[config.mk]
export PLATFORM = sky130hd
export DESIGN_NAME = decode_execute_pipe_flat
export DESIGN_NICKNAME = d
export VERILOG_FILES = /design/src/rtl/decode_execute_pipe_if.sv /design/src/rtl/decode_execute_pipe.sv /design/src/flat_wrapper.sv
export SDC_FILE = /design/constraint.sdc
export NUM_CORES = 1
export LEC_CHECK = 0
export ABC_AREA = 1
export BUFFER_PORTS_ARGS = -buffer_cell sky130_fd_sc_hd__buf_2
export CAP_MARGIN = 20
export CORE_UTILIZATION = 60
export CTS_CLUSTER_DIAMETER = 30
export CTS_CLUSTER_SIZE = 10
export DETAILED_ROUTE_END_ITERATION = 6
export HOLD_SLACK_MARGIN = 0.02
export PLACE_DENSITY = 0.8
export SLEW_MARGIN = 40
export SYNTH_ARGS = -nofsm -noshare
export SYNTH_HDL_FRONTEND = slang
export SYNTH_SLANG_ARGS = --single-unit
[constraint.sdc]
create_clock -name clk -period 4.4 [get_ports clk]
set_clock_uncertainty 0.15 [all_clocks]
set_input_delay 0.66 -clock clk [delete_from_list [all_inputs] [get_ports clk]]
set_output_delay 0.66 -clock clk [all_outputs]
set_load 0.03 [all_outputs]
[src/rtl/decode_execute_pipe_if.sv]
// Handshake bundle for decode_execute_pipe: register-file load port, instruction
// issue port and result port. The block under test connects through the slave modport.
interface decode_execute_pipe_if #(
   parameter int unsigned WIDTH = 8,
   parameter int unsigned NREG  = 4
);
   localparam int unsigned AW = (NREG > 1) ? $clog2(NREG) : 1;

   logic             ld_en;
   logic [AW-1:0]    ld_sel;
   logic [WIDTH-1:0] ld_data;
   logic             ld_ready;

   logic             in_valid;
   logic             in_ready;
   logic [2:0]       op;
   logic [AW-1:0]    rs_sel;
   logic [AW-1:0]    rt_sel;
   logic [AW-1:0]    rd_sel;

   logic             out_valid;
   logic             out_ready;
   logic [WIDTH-1:0] out_rd;
   logic [AW-1:0]    out_rd_sel;
   logic             out_carry;
   logic             out_zero;

   modport master (
      output ld_en, ld_sel, ld_data,
      output in_valid, op, rs_sel, rt_sel, rd_sel,
      output out_ready,
      input  ld_ready, in_ready,
      input  out_valid, out_rd, out_rd_sel, out_carry, out_zero
   );

   modport slave (
      input  ld_en, ld_sel, ld_data,
      input  in_valid, op, rs_sel, rt_sel, rd_sel,
      input  out_ready,
      output ld_ready, in_ready,
      output out_valid, out_rd, out_rd_sel, out_carry, out_zero
   );
endinterface

[src/rtl/decode_execute_pipe.sv]
// Two-stage decode/execute pipeline over an NREG x WIDTH register file. Writeback happens
// on the D->X edge, so a back-to-back dependent instruction reads the fresh value directly.
module decode_execute_pipe #(
   parameter int unsigned WIDTH     = 8,
   parameter int unsigned NREG      = 4,
   parameter bit          SIGNED_LT = 1'b0
) (
   input logic                 clk,
   input logic                 rst,
   decode_execute_pipe_if.slave bus
);
   localparam int unsigned AW = (NREG > 1) ? $clog2(NREG) : 1;

   // Decode stage
   logic             d_valid_q, d_valid_d;
   logic [2:0]       d_op_q, d_op_d;
   logic [AW-1:0]    d_rs_q, d_rs_d;
   logic [AW-1:0]    d_rt_q, d_rt_d;
   logic [AW-1:0]    d_rd_q, d_rd_d;

   // Execute stage
   logic             x_valid_q, x_valid_d;
   logic [WIDTH-1:0] x_rd_q, x_rd_d;
   logic [AW-1:0]    x_rd_sel_q, x_rd_sel_d;
   logic             x_carry_q, x_carry_d;
   logic             x_zero_q, x_zero_d;

   logic [WIDTH-1:0] rf_q [NREG];
   logic [WIDTH-1:0] rf_d [NREG];

   logic             advance;
   logic             accept;
   logic             ld_fire;
   logic             in_ready;
   logic             ld_ready;

   logic [WIDTH-1:0] rs_val;
   logic [WIDTH-1:0] rt_val;
   logic [WIDTH:0]   sum;
   logic [WIDTH-1:0] res;
   logic             carry;
   logic             lt;
   logic             eq;

   // Handshake control
   always_comb begin
      advance  = d_valid_q & (~x_valid_q | bus.out_ready);
      in_ready = ~rst & ~bus.ld_en & (~d_valid_q | advance);
      ld_ready = ~rst & ~d_valid_q & ~x_valid_q;
      accept   = bus.in_valid & in_ready;
      ld_fire  = bus.ld_en & ld_ready;
   end

   // Execute datapath; operands are the pre-write register contents
   always_comb begin
      rs_val = rf_q[d_rs_q];
      rt_val = rf_q[d_rt_q];
      lt     = SIGNED_LT ? ($signed(rs_val) < $signed(rt_val)) : (rs_val < rt_val);
      eq     = (rs_val == rt_val);
      sum    = '0;
      res    = '0;
      carry  = 1'b0;
      unique case (d_op_q)
         3'b000: begin
            sum   = {1'b0, rs_val} + {1'b0, ~rt_val} + {{WIDTH{1'b0}}, 1'b1};
            res   = sum[WIDTH-1:0];
            carry = sum[WIDTH];
         end
         3'b001: begin
            sum   = {1'b0, rs_val} + {1'b0, rt_val};
            res   = sum[WIDTH-1:0];
            carry = sum[WIDTH];
         end
         3'b010: res = rs_val | rt_val;
         3'b011: res = rs_val & rt_val;
         3'b100: begin
            res   = {rt_val[WIDTH-1], rt_val[WIDTH-1:1]};
            carry = rt_val[0];
         end
         3'b101: begin
            res   = {rs_val[WIDTH-2:0], rs_val[WIDTH-1]};
            carry = rs_val[WIDTH-1];
         end
         3'b110: res = {{(WIDTH-1){1'b0}}, lt};
         3'b111: res = {{(WIDTH-1){1'b0}}, eq};
      endcase
   end

   // Stage next-state
   always_comb begin
      d_valid_d = d_valid_q;
      d_op_d    = d_op_q;
      d_rs_d    = d_rs_q;
      d_rt_d    = d_rt_q;
      d_rd_d    = d_rd_q;
      if (accept) begin
         d_valid_d = 1'b1;
         d_op_d    = bus.op;
         d_rs_d    = bus.rs_sel;
         d_rt_d    = bus.rt_sel;
         d_rd_d    = bus.rd_sel;
      end else if (advance) begin
         d_valid_d = 1'b0;
      end

      x_valid_d  = x_valid_q;
      x_rd_d     = x_rd_q;
      x_rd_sel_d = x_rd_sel_q;
      x_carry_d  = x_carry_q;
      x_zero_d   = x_zero_q;
      if (advance) begin
         x_valid_d  = 1'b1;
         x_rd_d     = res;
         x_rd_sel_d = d_rd_q;
         x_carry_d  = carry;
         x_zero_d   = (res == '0);
      end else if (x_valid_q & bus.out_ready) begin
         x_valid_d = 1'b0;
      end
   end

   // Register-file next-state; loads and writeback never coincide since loads need D empty
   always_comb begin
      rf_d = rf_q;
      if (ld_fire) rf_d[bus.ld_sel] = bus.ld_data;
      if (advance) rf_d[d_rd_q] = res;
   end

   always_ff @(posedge clk) begin
      if (rst) begin
         d_valid_q  <= 1'b0;
         d_op_q     <= '0;
         d_rs_q     <= '0;
         d_rt_q     <= '0;
         d_rd_q     <= '0;
         x_valid_q  <= 1'b0;
         x_rd_q     <= '0;
         x_rd_sel_q <= '0;
         x_carry_q  <= 1'b0;
         x_zero_q   <= 1'b0;
      end else begin
         d_valid_q  <= d_valid_d;
         d_op_q     <= d_op_d;
         d_rs_q     <= d_rs_d;
         d_rt_q     <= d_rt_d;
         d_rd_q     <= d_rd_d;
         x_valid_q  <= x_valid_d;
         x_rd_q     <= x_rd_d;
         x_rd_sel_q <= x_rd_sel_d;
         x_carry_q  <= x_carry_d;
         x_zero_q   <= x_zero_d;
      end
   end

   always_ff @(posedge clk) begin
      if (rst) begin
         for (int i = 0; i < int'(NREG); i++) rf_q[i] <= '0;
      end else begin
         for (int i = 0; i < int'(NREG); i++) rf_q[i] <= rf_d[i];
      end
   end

   always_comb begin
      bus.in_ready   = in_ready;
      bus.ld_ready   = ld_ready;
      bus.out_valid  = x_valid_q;
      bus.out_rd     = x_rd_q;
      bus.out_rd_sel = x_rd_sel_q;
      bus.out_carry  = x_carry_q;
      bus.out_zero   = x_zero_q;
   end

   // A stalled result must not change underneath the consumer
   a_out_stable: assert property (@(posedge clk) disable iff (rst)
      (x_valid_q && !bus.out_ready) |=> (x_valid_q && $stable(x_rd_q) && $stable(x_rd_sel_q)
                                         && $stable(x_carry_q) && $stable(x_zero_q)));

   a_no_ld_when_busy: assert property (@(posedge clk) disable iff (rst)
      ld_fire |-> (!advance && !accept));

endmodule

[src/flat_wrapper.sv]
// flat-port wrapper written by rule: the top's interface ports become plain ports
module decode_execute_pipe_flat 
#(
   parameter int unsigned WIDTH     = 8,
   parameter int unsigned NREG      = 4,
   parameter bit          SIGNED_LT = 1'b0
)
  (clk, rst, bus_ld_en, bus_ld_sel, bus_ld_data, bus_in_valid, bus_op, bus_rs_sel, bus_rt_sel, bus_rd_sel, bus_out_ready, bus_ld_ready, bus_in_ready, bus_out_valid, bus_out_rd, bus_out_rd_sel, bus_out_carry, bus_out_zero);
  decode_execute_pipe_if #(.WIDTH(WIDTH), .NREG(NREG)) bus_i ();
  input logic clk;
  input logic rst;
  input wire logic [$bits(bus_i.ld_en)-1:0] bus_ld_en;
  input wire logic [$bits(bus_i.ld_sel)-1:0] bus_ld_sel;
  input wire logic [$bits(bus_i.ld_data)-1:0] bus_ld_data;
  input wire logic [$bits(bus_i.in_valid)-1:0] bus_in_valid;
  input wire logic [$bits(bus_i.op)-1:0] bus_op;
  input wire logic [$bits(bus_i.rs_sel)-1:0] bus_rs_sel;
  input wire logic [$bits(bus_i.rt_sel)-1:0] bus_rt_sel;
  input wire logic [$bits(bus_i.rd_sel)-1:0] bus_rd_sel;
  input wire logic [$bits(bus_i.out_ready)-1:0] bus_out_ready;
  output wire logic [$bits(bus_i.ld_ready)-1:0] bus_ld_ready;
  output wire logic [$bits(bus_i.in_ready)-1:0] bus_in_ready;
  output wire logic [$bits(bus_i.out_valid)-1:0] bus_out_valid;
  output wire logic [$bits(bus_i.out_rd)-1:0] bus_out_rd;
  output wire logic [$bits(bus_i.out_rd_sel)-1:0] bus_out_rd_sel;
  output wire logic [$bits(bus_i.out_carry)-1:0] bus_out_carry;
  output wire logic [$bits(bus_i.out_zero)-1:0] bus_out_zero;
  assign bus_i.ld_en = bus_ld_en;
  assign bus_i.ld_sel = bus_ld_sel;
  assign bus_i.ld_data = bus_ld_data;
  assign bus_i.in_valid = bus_in_valid;
  assign bus_i.op = bus_op;
  assign bus_i.rs_sel = bus_rs_sel;
  assign bus_i.rt_sel = bus_rt_sel;
  assign bus_i.rd_sel = bus_rd_sel;
  assign bus_i.out_ready = bus_out_ready;
  assign bus_ld_ready = bus_i.ld_ready;
  assign bus_in_ready = bus_i.in_ready;
  assign bus_out_valid = bus_i.out_valid;
  assign bus_out_rd = bus_i.out_rd;
  assign bus_out_rd_sel = bus_i.out_rd_sel;
  assign bus_out_carry = bus_i.out_carry;
  assign bus_out_zero = bus_i.out_zero;
  decode_execute_pipe #(.WIDTH(WIDTH), .NREG(NREG), .SIGNED_LT(SIGNED_LT)) u_core (.clk(clk), .rst(rst), .bus(bus_i));
endmodule
-- Word-level counts from Yosys, hierarchy flattened
Index checks and enable logic that the tools add are counted.
- word-level logic and storage cells: 79
- input port bits: 24
- flip-flop bits (word level): 55
- output and inout bits: 15
- $lt $le $gt $ge: 7
- bitwise logic cells: 21
- multiplexer cells: 20
- reductions and logical operators: 6
- equal/unequal tests: 8
- add/sub/neg operators: 3
- operators with widths (kind ; count):
    bitwise mux 32 bit ; 2
    2-to-1 mux 32 bit ; 2
    one-hot mux 8 bit (8 select lines) ; 1
    2-to-1 mux 8 bit ; 6
    binary-select mux 8 bit (select 2 bit) ; 2
    demux 8 bit (select 2 bit) ; 2
    adder 8 x 8 -> 9 bit ; 2
    == test 3 bit, second input constant ; 4
    greater-or-equal comparator 3 bit, second input constant ; 4
    NOT 2 -> 3 bit ; 4
    adder 9 x 1 -> 9 bit, second input constant ; 1
    bitwise AND 1 bit ; 8
    bitwise AND 8 bit ; 1
    == test 8 bit ; 1
    zero test 8 bit ; 1
    less-than comparator 8 bit ; 1
    NOT 8 bit ; 1
    bitwise OR 8 bit ; 1
    == test 3 x 2 -> 1 bit, second input constant ; 2
    less-than comparator 3 x 1 -> 1 bit, second input constant ; 2
    2-to-1 mux 1 bit ; 4
    NOT 1 bit ; 4
    one-hot mux 1 bit (4 select lines) ; 1
    nonzero test 2 bit ; 2
    other kinds (4) ; 6

-- Logic depth before layout (Yosys ltp)
Gate-level depths: netlist (run 1).
- depth in word-level cells: 10
- depth in mapped cells: 21
- gate-level depth less buffers: 19

-- Worst setup path before layout (run 1)
OpenSTA, ideal clock, no wires.
- path kind: reg2reg
- from: reg u_core.d_rt_q[1]
- to: reg u_core.x_zero_q (netlist: u_core.bus.out_zero)
- data required time: 4.180 ns
- library setup time: 0.070 ns
- buffers on the path: 1
- clock period less this slack: 2.713 ns
- arrival: 2.494 ns
- slack: 1.687 ns
- stages on the path, launching flop included: 18
- cell sequence: dfxtp_1 > buf_2 > clkinv_1 > a21oi_1 > o21ai_0 > nand2_1 > inv_1 > ha_1 > fa_1 > nor2_1 > nor2_1 > nand2_1 > nand3_2 > nor3_4 > nand3_1 > nor2_1 > nand3_1 > a21oi_1
- longest elaborated chain between the ends: 9
- elaborated cells on any way between the ends: 14
- classes of those cells: 3 x add/sub; 1 x order compare; 1 x eq/ne; 4 x mux; 4 x bitwise; 1 x reduce/logical
- RTL lines (element ; line ; source):
    from (decl) ; decode_execute_pipe.sv:18 ; logic [AW-1:0] d_rt_q, d_rt_d;
    from (signal assigned) ; decode_execute_pipe.sv:145 ; d_rt_q <= d_rt_d;
    NOT 2 -> 3 bit (not written as such) (*) ; decode_execute_pipe.sv:57 ; rt_val = rf_q[d_rt_q];
    binary-select mux 8 bit (select 2 bit) (*) ; decode_execute_pipe.sv:57 ;
    2-to-1 mux 8 bit (not written as such) (*) (2 in a row) ; decode_execute_pipe.sv:57 ;
    NOT 8 bit ; decode_execute_pipe.sv:65 ; sum = {1'b0, rs_val} + {1'b0, ~rt_val} + {{WIDTH{1'b0}}, 1'b1};
    adder 8 x 8 -> 9 bit ; decode_execute_pipe.sv:65 ;
    adder 9 x 1 -> 9 bit ; decode_execute_pipe.sv:65 ;
    one-hot mux 8 bit (8 select lines) (*) ; decode_execute_pipe.sv:63 ; unique case (d_op_q)
    zero test 8 bit (*) ; decode_execute_pipe.sv:116 ; x_zero_d = (res == '0);
    to (signal assigned) ; decode_execute_pipe.sv:151 ; x_zero_q <= x_zero_d;
    to (decl) ; decode_execute_pipe.sv:26 ; logic x_zero_q, x_zero_d;
Mark *: on every way between the ends. The rest lies on a longest branch, timed or not. The select of a mux whose other input is x is not followed.
A chain may end at the register's enable or synchronous reset.

-- Worst setup path after layout (run 1)
- from: reg u_core.d_rs_q[0]
- to: reg u_core.rf_q[22] (netlist name)
- longest elaborated chain between the ends: 9
- elaborated cells on any way between the ends: 12
- classes of those cells: 3 x add/sub; 6 x mux; 3 x bitwise
- RTL lines (element ; line ; source):
    from (decl) ; decode_execute_pipe.sv:17 ; logic [AW-1:0] d_rs_q, d_rs_d;
    from (signal assigned) ; decode_execute_pipe.sv:144 ; d_rs_q <= d_rs_d;
    NOT 2 -> 3 bit (not written as such) (*) ; decode_execute_pipe.sv:56 ; rs_val = rf_q[d_rs_q];
    binary-select mux 8 bit (select 2 bit) (*) ; decode_execute_pipe.sv:56 ;
    2-to-1 mux 8 bit (not written as such) (*) (2 in a row) ; decode_execute_pipe.sv:56 ;
    adder 8 x 8 -> 9 bit ; decode_execute_pipe.sv:65 ;
    adder 9 x 1 -> 9 bit ; decode_execute_pipe.sv:65 ;
    one-hot mux 8 bit (8 select lines) (*) ; decode_execute_pipe.sv:63 ;
    bitwise mux 32 bit (*) ; decode_execute_pipe.sv:126 ; if (advance) rf_d[d_rd_q] = res;
    2-to-1 mux 32 bit (*) ; decode_execute_pipe.sv:126 ;
    to (decl) ; decode_execute_pipe.sv:28 ; logic [WIDTH-1:0] rf_q [NREG];
Marks and branches as above.

==> metrics.cfg, run 1 <==
[worst_setup_path]
crit_chain = inv_2 -> nand2_1 -> nand3_1 -> nand2_1 -> inv_1 -> ha_1 -> fa_1 -> nand2_1 -> nand3_1 -> nand3b_1 -> nand3_1 -> nand3_1 -> nand3_1 -> inv_1 -> nand2_1 -> o211ai_1 -> inv_1
r2r_cells = 17
cp_data_required_time_ns = 4.47
critPathLaunchType = flop
reg2reg_setup_slack_ns = 0.93
reg2reg_from = u_core.d_rs_q[0]
cp_slowest_cell = dfxtp_1
critical_path_arrival_ns = 3.54
crit_type = reg2reg
max_stage_delay_ns = 0.73
endpoint_kind = flop
rr_endpoint = u_core.rf_q[22]
cpMostUsedCell = nand3_1
cp_max_fo = 19

[power_and_ir_drop]
total_power_mw = 1.33
power_density_mw_per_mm2 = 291
p_leak_nw = 2.30
ir_drop_uv = 248

[hold_path]
min-delay-start = u_core.bus.out_zero
min_path_cells = 2
hold_class = reg2reg
hold_path_end = u_core.bus.out_zero

[yosys]
yosysUniqueCellTypes = 39
synthTopCellsByArea = dfxtp_1, nand2_1, inv_1, nand3_1, a21oi_1
syn_nets = 731
ys_warn_count = 0
syn_area_sq_mm = 0.00428
synth_seq_cells = 55
yosysTopAreaCell = dfxtp_1
synth.avg_cell_area_sq_um = 6.28
netlist_instances = 681
synth_top_area_share = 0.257
ys_seq_area_frac = 0.257

[clocking]
insertion_delay_ns = 0.31
clk_pin_slew_ns = 0.10
cts_sinks = 55
numCtsBuffers = 5
cts_resized = 0
cts_max_level = 2
clock-root-buffer = clkbuf_8
cts_tree = built
cts_hold_buffers = 0
cts_setup_buffers = 0
clockBufferDepth = 2

[place]
gp_congestion = 0.915
placement.io_buffers = 38
place_area_sq_mm = 0.00447
hpwl_um = 9240

[timing]
tightest_slew_ns = 0.682
finalSetupViolCount = 0
min_period_ns = 3.47
max_slew_margin = 0.544
max_clock_freq_ghz = 0.288
rsz0062_at_grt = no
slew_viol_final = 0
finalCritPeriodShare = 0.790
hold_violations = 0
setup_tns_ns = 0

[routing]
vias = 4481
drc = 0
ant_nets = 0
drt_first_pass_iters = 6
first_iter_violations = 321
wl_per_cell_um = 14.8
via_per_inst = 5.59
wl_um = 11800

[floorplanning]
die_w_um = 86.5
die_area_sq_mm = 0.00747
die_h_um = 86.5
core_area_sq_mm = 0.00683
num_rows = 30
initial_core_util = 0.626
boundaryPins = 39

[finish]
final_common_cell = nand2_1
multi_input_area_sq_mm = 0.00265
nets = 754
fillers = 660
drive_above_1_share = 0.118
fin_area_sq_mm = 0.00457
area_delta_synth_final_pct = 6.81
seqCellArea_sq_mm = 0.00110
diodes = 0
final_cell_mix = nand2_1, inv_1, nand3_1, nor2_1, a21oi_1

[global_route]
grt_pass1_wl_um = 19300
grt-ovfl-total = 0
grt_pass1_vias = 4148
grt_start_max_net_pins = 38
antenna_found_initial = 0
grt_use_total = 0.330

[flow_run]
drv_cap = 0

[status]
outcome = finished, final reports clean

cell families (layout without fill, tap and decap cells):
group,Yosys count,in the layout,share of synthesized area
fa+ha+maj,26,26,0.0795
buf+inv,127,151,0.123
simple gates,337,337,0.362
compound gates,135,135,0.176
flops,55,55,0.257
xor+xnor,1,1,0.00205
through the flow:
stage | worst slack [ns] | instances | utilization | hold WS [ns]
global placement | 0.980 | 793 | 0.654 | 0.322
detailed placement | 0.986 | 793 | 0.655 | 0.331
floorplan | 1.69 | 681 | - | 0.316
finish | 0.926 | 801 | 0.669 | 0.354
CTS | 0.960 | 801 | 0.669 | 0.347
global route | 0.489 | 801 | 0.669 | 0.368
final cells by class:
cell class                      count  area share
Multi-Input combinational cell    499       0.580
Sequential cell                    55       0.241
Inverter                          102      0.0843
Timing Repair Buffer               41      0.0465
Tap cell                           96      0.0263
Clock buffer                        6      0.0181
Clock inverter                      2     0.00356
cell usage after synthesis (all sizes together):
library cell,number
nand4,4
o21ai,44
dfxtp,55
o21a,1
nor3,13
or2,1
clkinv,2
nor3b,1
and2,1
inv,100
nand2,164
ha,24
a21oi,61
o211ai,24
nor2,76
nand3,73
o22ai,1
a211oi,3
nor4,1
buf,17
fa,2
xnor2,1
a31oi,1
nand3b,3
clkbuf,8
worst max-delay path by stage:
stage / from / end / slack [ns]
6_report: u_core.d_rs_q[0] / u_core.rf_q[22] / 0.93
5_1_grt: u_core.d_rs_q[0] / u_core.bus.out_rd[6] / 0.49
4_1_cts: u_core.d_rs_q[0] / u_core.rf_q[22] / 0.96
3_5_place_dp: u_core.d_rs_q[0] / u_core.rf_q[22] / 0.99
3_3_place_gp: u_core.d_rt_q[1] / u_core.rf_q[22] / 0.98
2_1_floorplan: u_core.d_rt_q[1] / u_core.bus.out_zero / 1.69
worst max-delay path, delay by kind of cell, from the launching register on:
kind | cells | cell delay, ns
and+or+nand+nor | 10 | 1.12
DFF | 1 | 0.73
adders and majority gates | 2 | 0.69
buffers and inverters | 4 | 0.56
AOI/OAI and AO/OA | 1 | 0.11
report_power, final:
| group | switching [mW] | internal (mW) |
|---|---|---|
| clock network | 0.168 | 0.129 |
| logic | 0.336 | 0.152 |
| registers | 0.0261 | 0.519 |
per-layer routing:
metal / up-vias / global-route usage / wire length [um]
li1: 2254 / - / -
met1: 2012 / 0.415 / 5030
met2: 187 / 0.564 / 5540
met3: 28 / 0.0467 / 951
met4: 0 / 0.141 / 316
met5: - / 0 / 0
state kept, by name (all words and copies together) (netlist names):
register / cells
u_core.d_rs_q: 2
u_core.bus.out_rd: 8
u_core.d_valid_q: 1
u_core.d_rt_q: 2
u_core.bus.out_rd_sel: 2
u_core.bus.out_zero: 1
u_core.bus.out_carry: 1
u_core.bus.out_valid: 1
u_core.rf_q: 32
u_core.d_rd_q: 2
u_core.d_op_q: 3
Note: power is estimated with default switching activity, not from simulation.
==> run 2: changes to the inputs <==
--- a/config.mk
+++ b/config.mk
@@ -8,12 +8,12 @@
 export ABC_AREA = 1
 export BUFFER_PORTS_ARGS = -buffer_cell sky130_fd_sc_hd__buf_2
 export CAP_MARGIN = 20
-export CORE_UTILIZATION = 60
+export CORE_UTILIZATION = 55
 export CTS_CLUSTER_DIAMETER = 30
 export CTS_CLUSTER_SIZE = 10
 export DETAILED_ROUTE_END_ITERATION = 6
 export HOLD_SLACK_MARGIN = 0.02
-export PLACE_DENSITY = 0.8
+export PLACE_DENSITY = 0.78
 export SLEW_MARGIN = 40
 export SYNTH_ARGS = -nofsm -noshare
 export SYNTH_HDL_FRONTEND = slang
==> constraint.sdc (replaced) <==
create_clock -name clk -period 3 [get_ports clk]
set_clock_uncertainty 0.15 [all_clocks]
set_input_delay 0.45 -clock clk [delete_from_list [all_inputs] [get_ports clk]]
set_output_delay 0.45 -clock clk [all_outputs]
set_load 0.03 [all_outputs]
==> run 2 against run 1 <==
  * Non-clock buffer count is 17 higher
  * First-iteration DRC count up 26%
  * Sequential power rose by 45%
  * Worst hold slack worse by 0.10 ns
  * Largest power group unchanged
==> metrics.cfg, run 2 (synthesis results as in run 1) <==
[timing]
finalCritPeriodShare = 0.941
min_period_ns = 2.82
hold_violations = 0
setup_tns_ns = 0
max_slew_margin = 0.547
rsz0062_at_grt = yes
max_clock_freq_ghz = 0.354
finalSetupViolCount = 0
slew_viol_final = 0
fin_hold_ws_ns = 0.249
setup_ws_ns = 0.178
tightest_slew_ns = 0.678

[place]
place_area_sq_mm = 0.00459
placement.io_buffers = 38
dp_slack_ns = -0.0372
gp_congestion = 0.954
hpwl_um = 9240

[worst_setup_path]
critPathLaunchType = flop
endpoint_kind = flop
cp_data_required_time_ns = 3.10
cp_max_fo = 11
critical_path_arrival_ns = 2.92
crit_type = reg2reg
reg2reg_setup_slack_ns = 0.18

[clocking]
clk_pin_slew_ns = 0.10
clockBufferDepth = 2
cts_sinks = 55
clock-root-buffer = clkbuf_8
cts_max_level = 2
cts_tree = built
insertion_delay_ns = 0.31
numCtsBuffers = 5

[global_route]
grt_pass1_wl_um = 19200
grt_pass1_vias = 4070
grt_use_total = 0.289
grt-ovfl-total = 0
grt_start_max_net_pins = 24
antenna_found_initial = 0

[routing]
wl_um = 11800
via_per_inst = 5.48
vias = 4500
ant_nets = 0
first_iter_violations = 406
drt_first_pass_iters = 5
wl_per_cell_um = 14.3
drc = 0

[floorplanning]
die_h_um = 90.2
num_rows = 31
die_area_sq_mm = 0.00814
die_w_um = 90.2
initial_core_util = 0.581
core_area_sq_mm = 0.00737
boundaryPins = 39

[finish]
regMostFlops = u_core.rf_q
final_cell_mix = nand2_1, inv_1, nor2_1, nand3_1, a21oi_1
diodes = 0
area_delta_synth_final_pct = 10.5
largest_reg_flops = 32
final_common_cell = nand2_1
fin_util = 0.641
fin_area_sq_mm = 0.00473
fillers = 701
nets = 771
drive_above_1_share = 0.152

[hold_path]
hold_class = in2reg

[flow_run]
drv_cap = 0

[status]
outcome = finished, final reports clean

[power_and_ir_drop]
power_density_mw_per_mm2 = 417
p_leak_nw = 2.39
ir_drop_uv = 279

## run 2: changes by cell type in the layout (fill, tap and decap cells not counted), moves of 2 or more
cell	delta
ha_2	+4
dfxtp_1	-2
nand3_2	+2
ha_1	-4
nand3_1	-2
buf_4	+16
clkinv_2	+2
## run 2: layout make-up
cell class              count  area, sq um  area share
clock buffers               5         68.8      0.0146
repair buffers             58          344      0.0728
inverters                 102          385      0.0815
flip-flops and latches     55         1110       0.234
well taps                  99          124      0.0262
multi-input cells         499         2680       0.567
clock inverters             3         18.8     0.00397
## run 2: layer usage
metal | vias to the layer above | share of wire | GRT usage
li1 | 2284 | - | -
met1 | 2032 | 0.46 | 0.396
met2 | 158 | 0.46 | 0.486
met3 | 26 | 0.054 | 0.0245
met4 | 0 | 0.021 | 0.0793
met5 | - | 0 | 0
## run 2: worst paths after layout
check                      startpoint                    to  cells past startpoint
setup / recovery     u_core.d_rt_q[0]   u_core.bus.out_zero                     15
hold / removal                    rst  u_core.bus.out_valid                      2
setup reg to reg     u_core.d_rt_q[0]   u_core.bus.out_zero                     15
hold reg to reg   u_core.bus.out_zero   u_core.bus.out_zero                      2
## run 2: what timing repair did
item,CTS,global route
endpoints found under the setup margin,4,21
pin swaps,0,3
buffers inserted,0,2
gates resized for setup,1,14
hold buffers,0,0
## run 2: worst max-delay path, cell delays in order (launching register included)
cell and delay [ns]:
dfxtp_4 0.41, buf_4 0.19, nand2_1 0.07, nand3_1 0.10, and2_1 0.15, inv_1 0.07
ha_2 0.33, inv_1 0.16, nand2_1 0.10, nor3_2 0.21, nand2_1 0.14, nand4_1 0.14
nand3_2 0.20, nor2_1 0.15, nand3_1 0.09, a21oi_1 0.11
## run 2: report_power, final
| group | switching [mW] | leakage [nW] | internal, mW |
|---|---|---|---|
| Combinational | 0.508 | 1.89 | 0.258 |
| Clock | 0.249 | 0.0483 | 0.165 |
| Sequential | 0.0296 | 0.449 | 0.761 |
## run 2: stage by stage
stage,cells,total power [mW]
2_1_floorplan,681,1.33
6_report,821,1.97
5_1_grt,821,2.08
3_3_place_gp,811,1.52
4_1_cts,819,1.94
3_5_place_dp,811,1.53
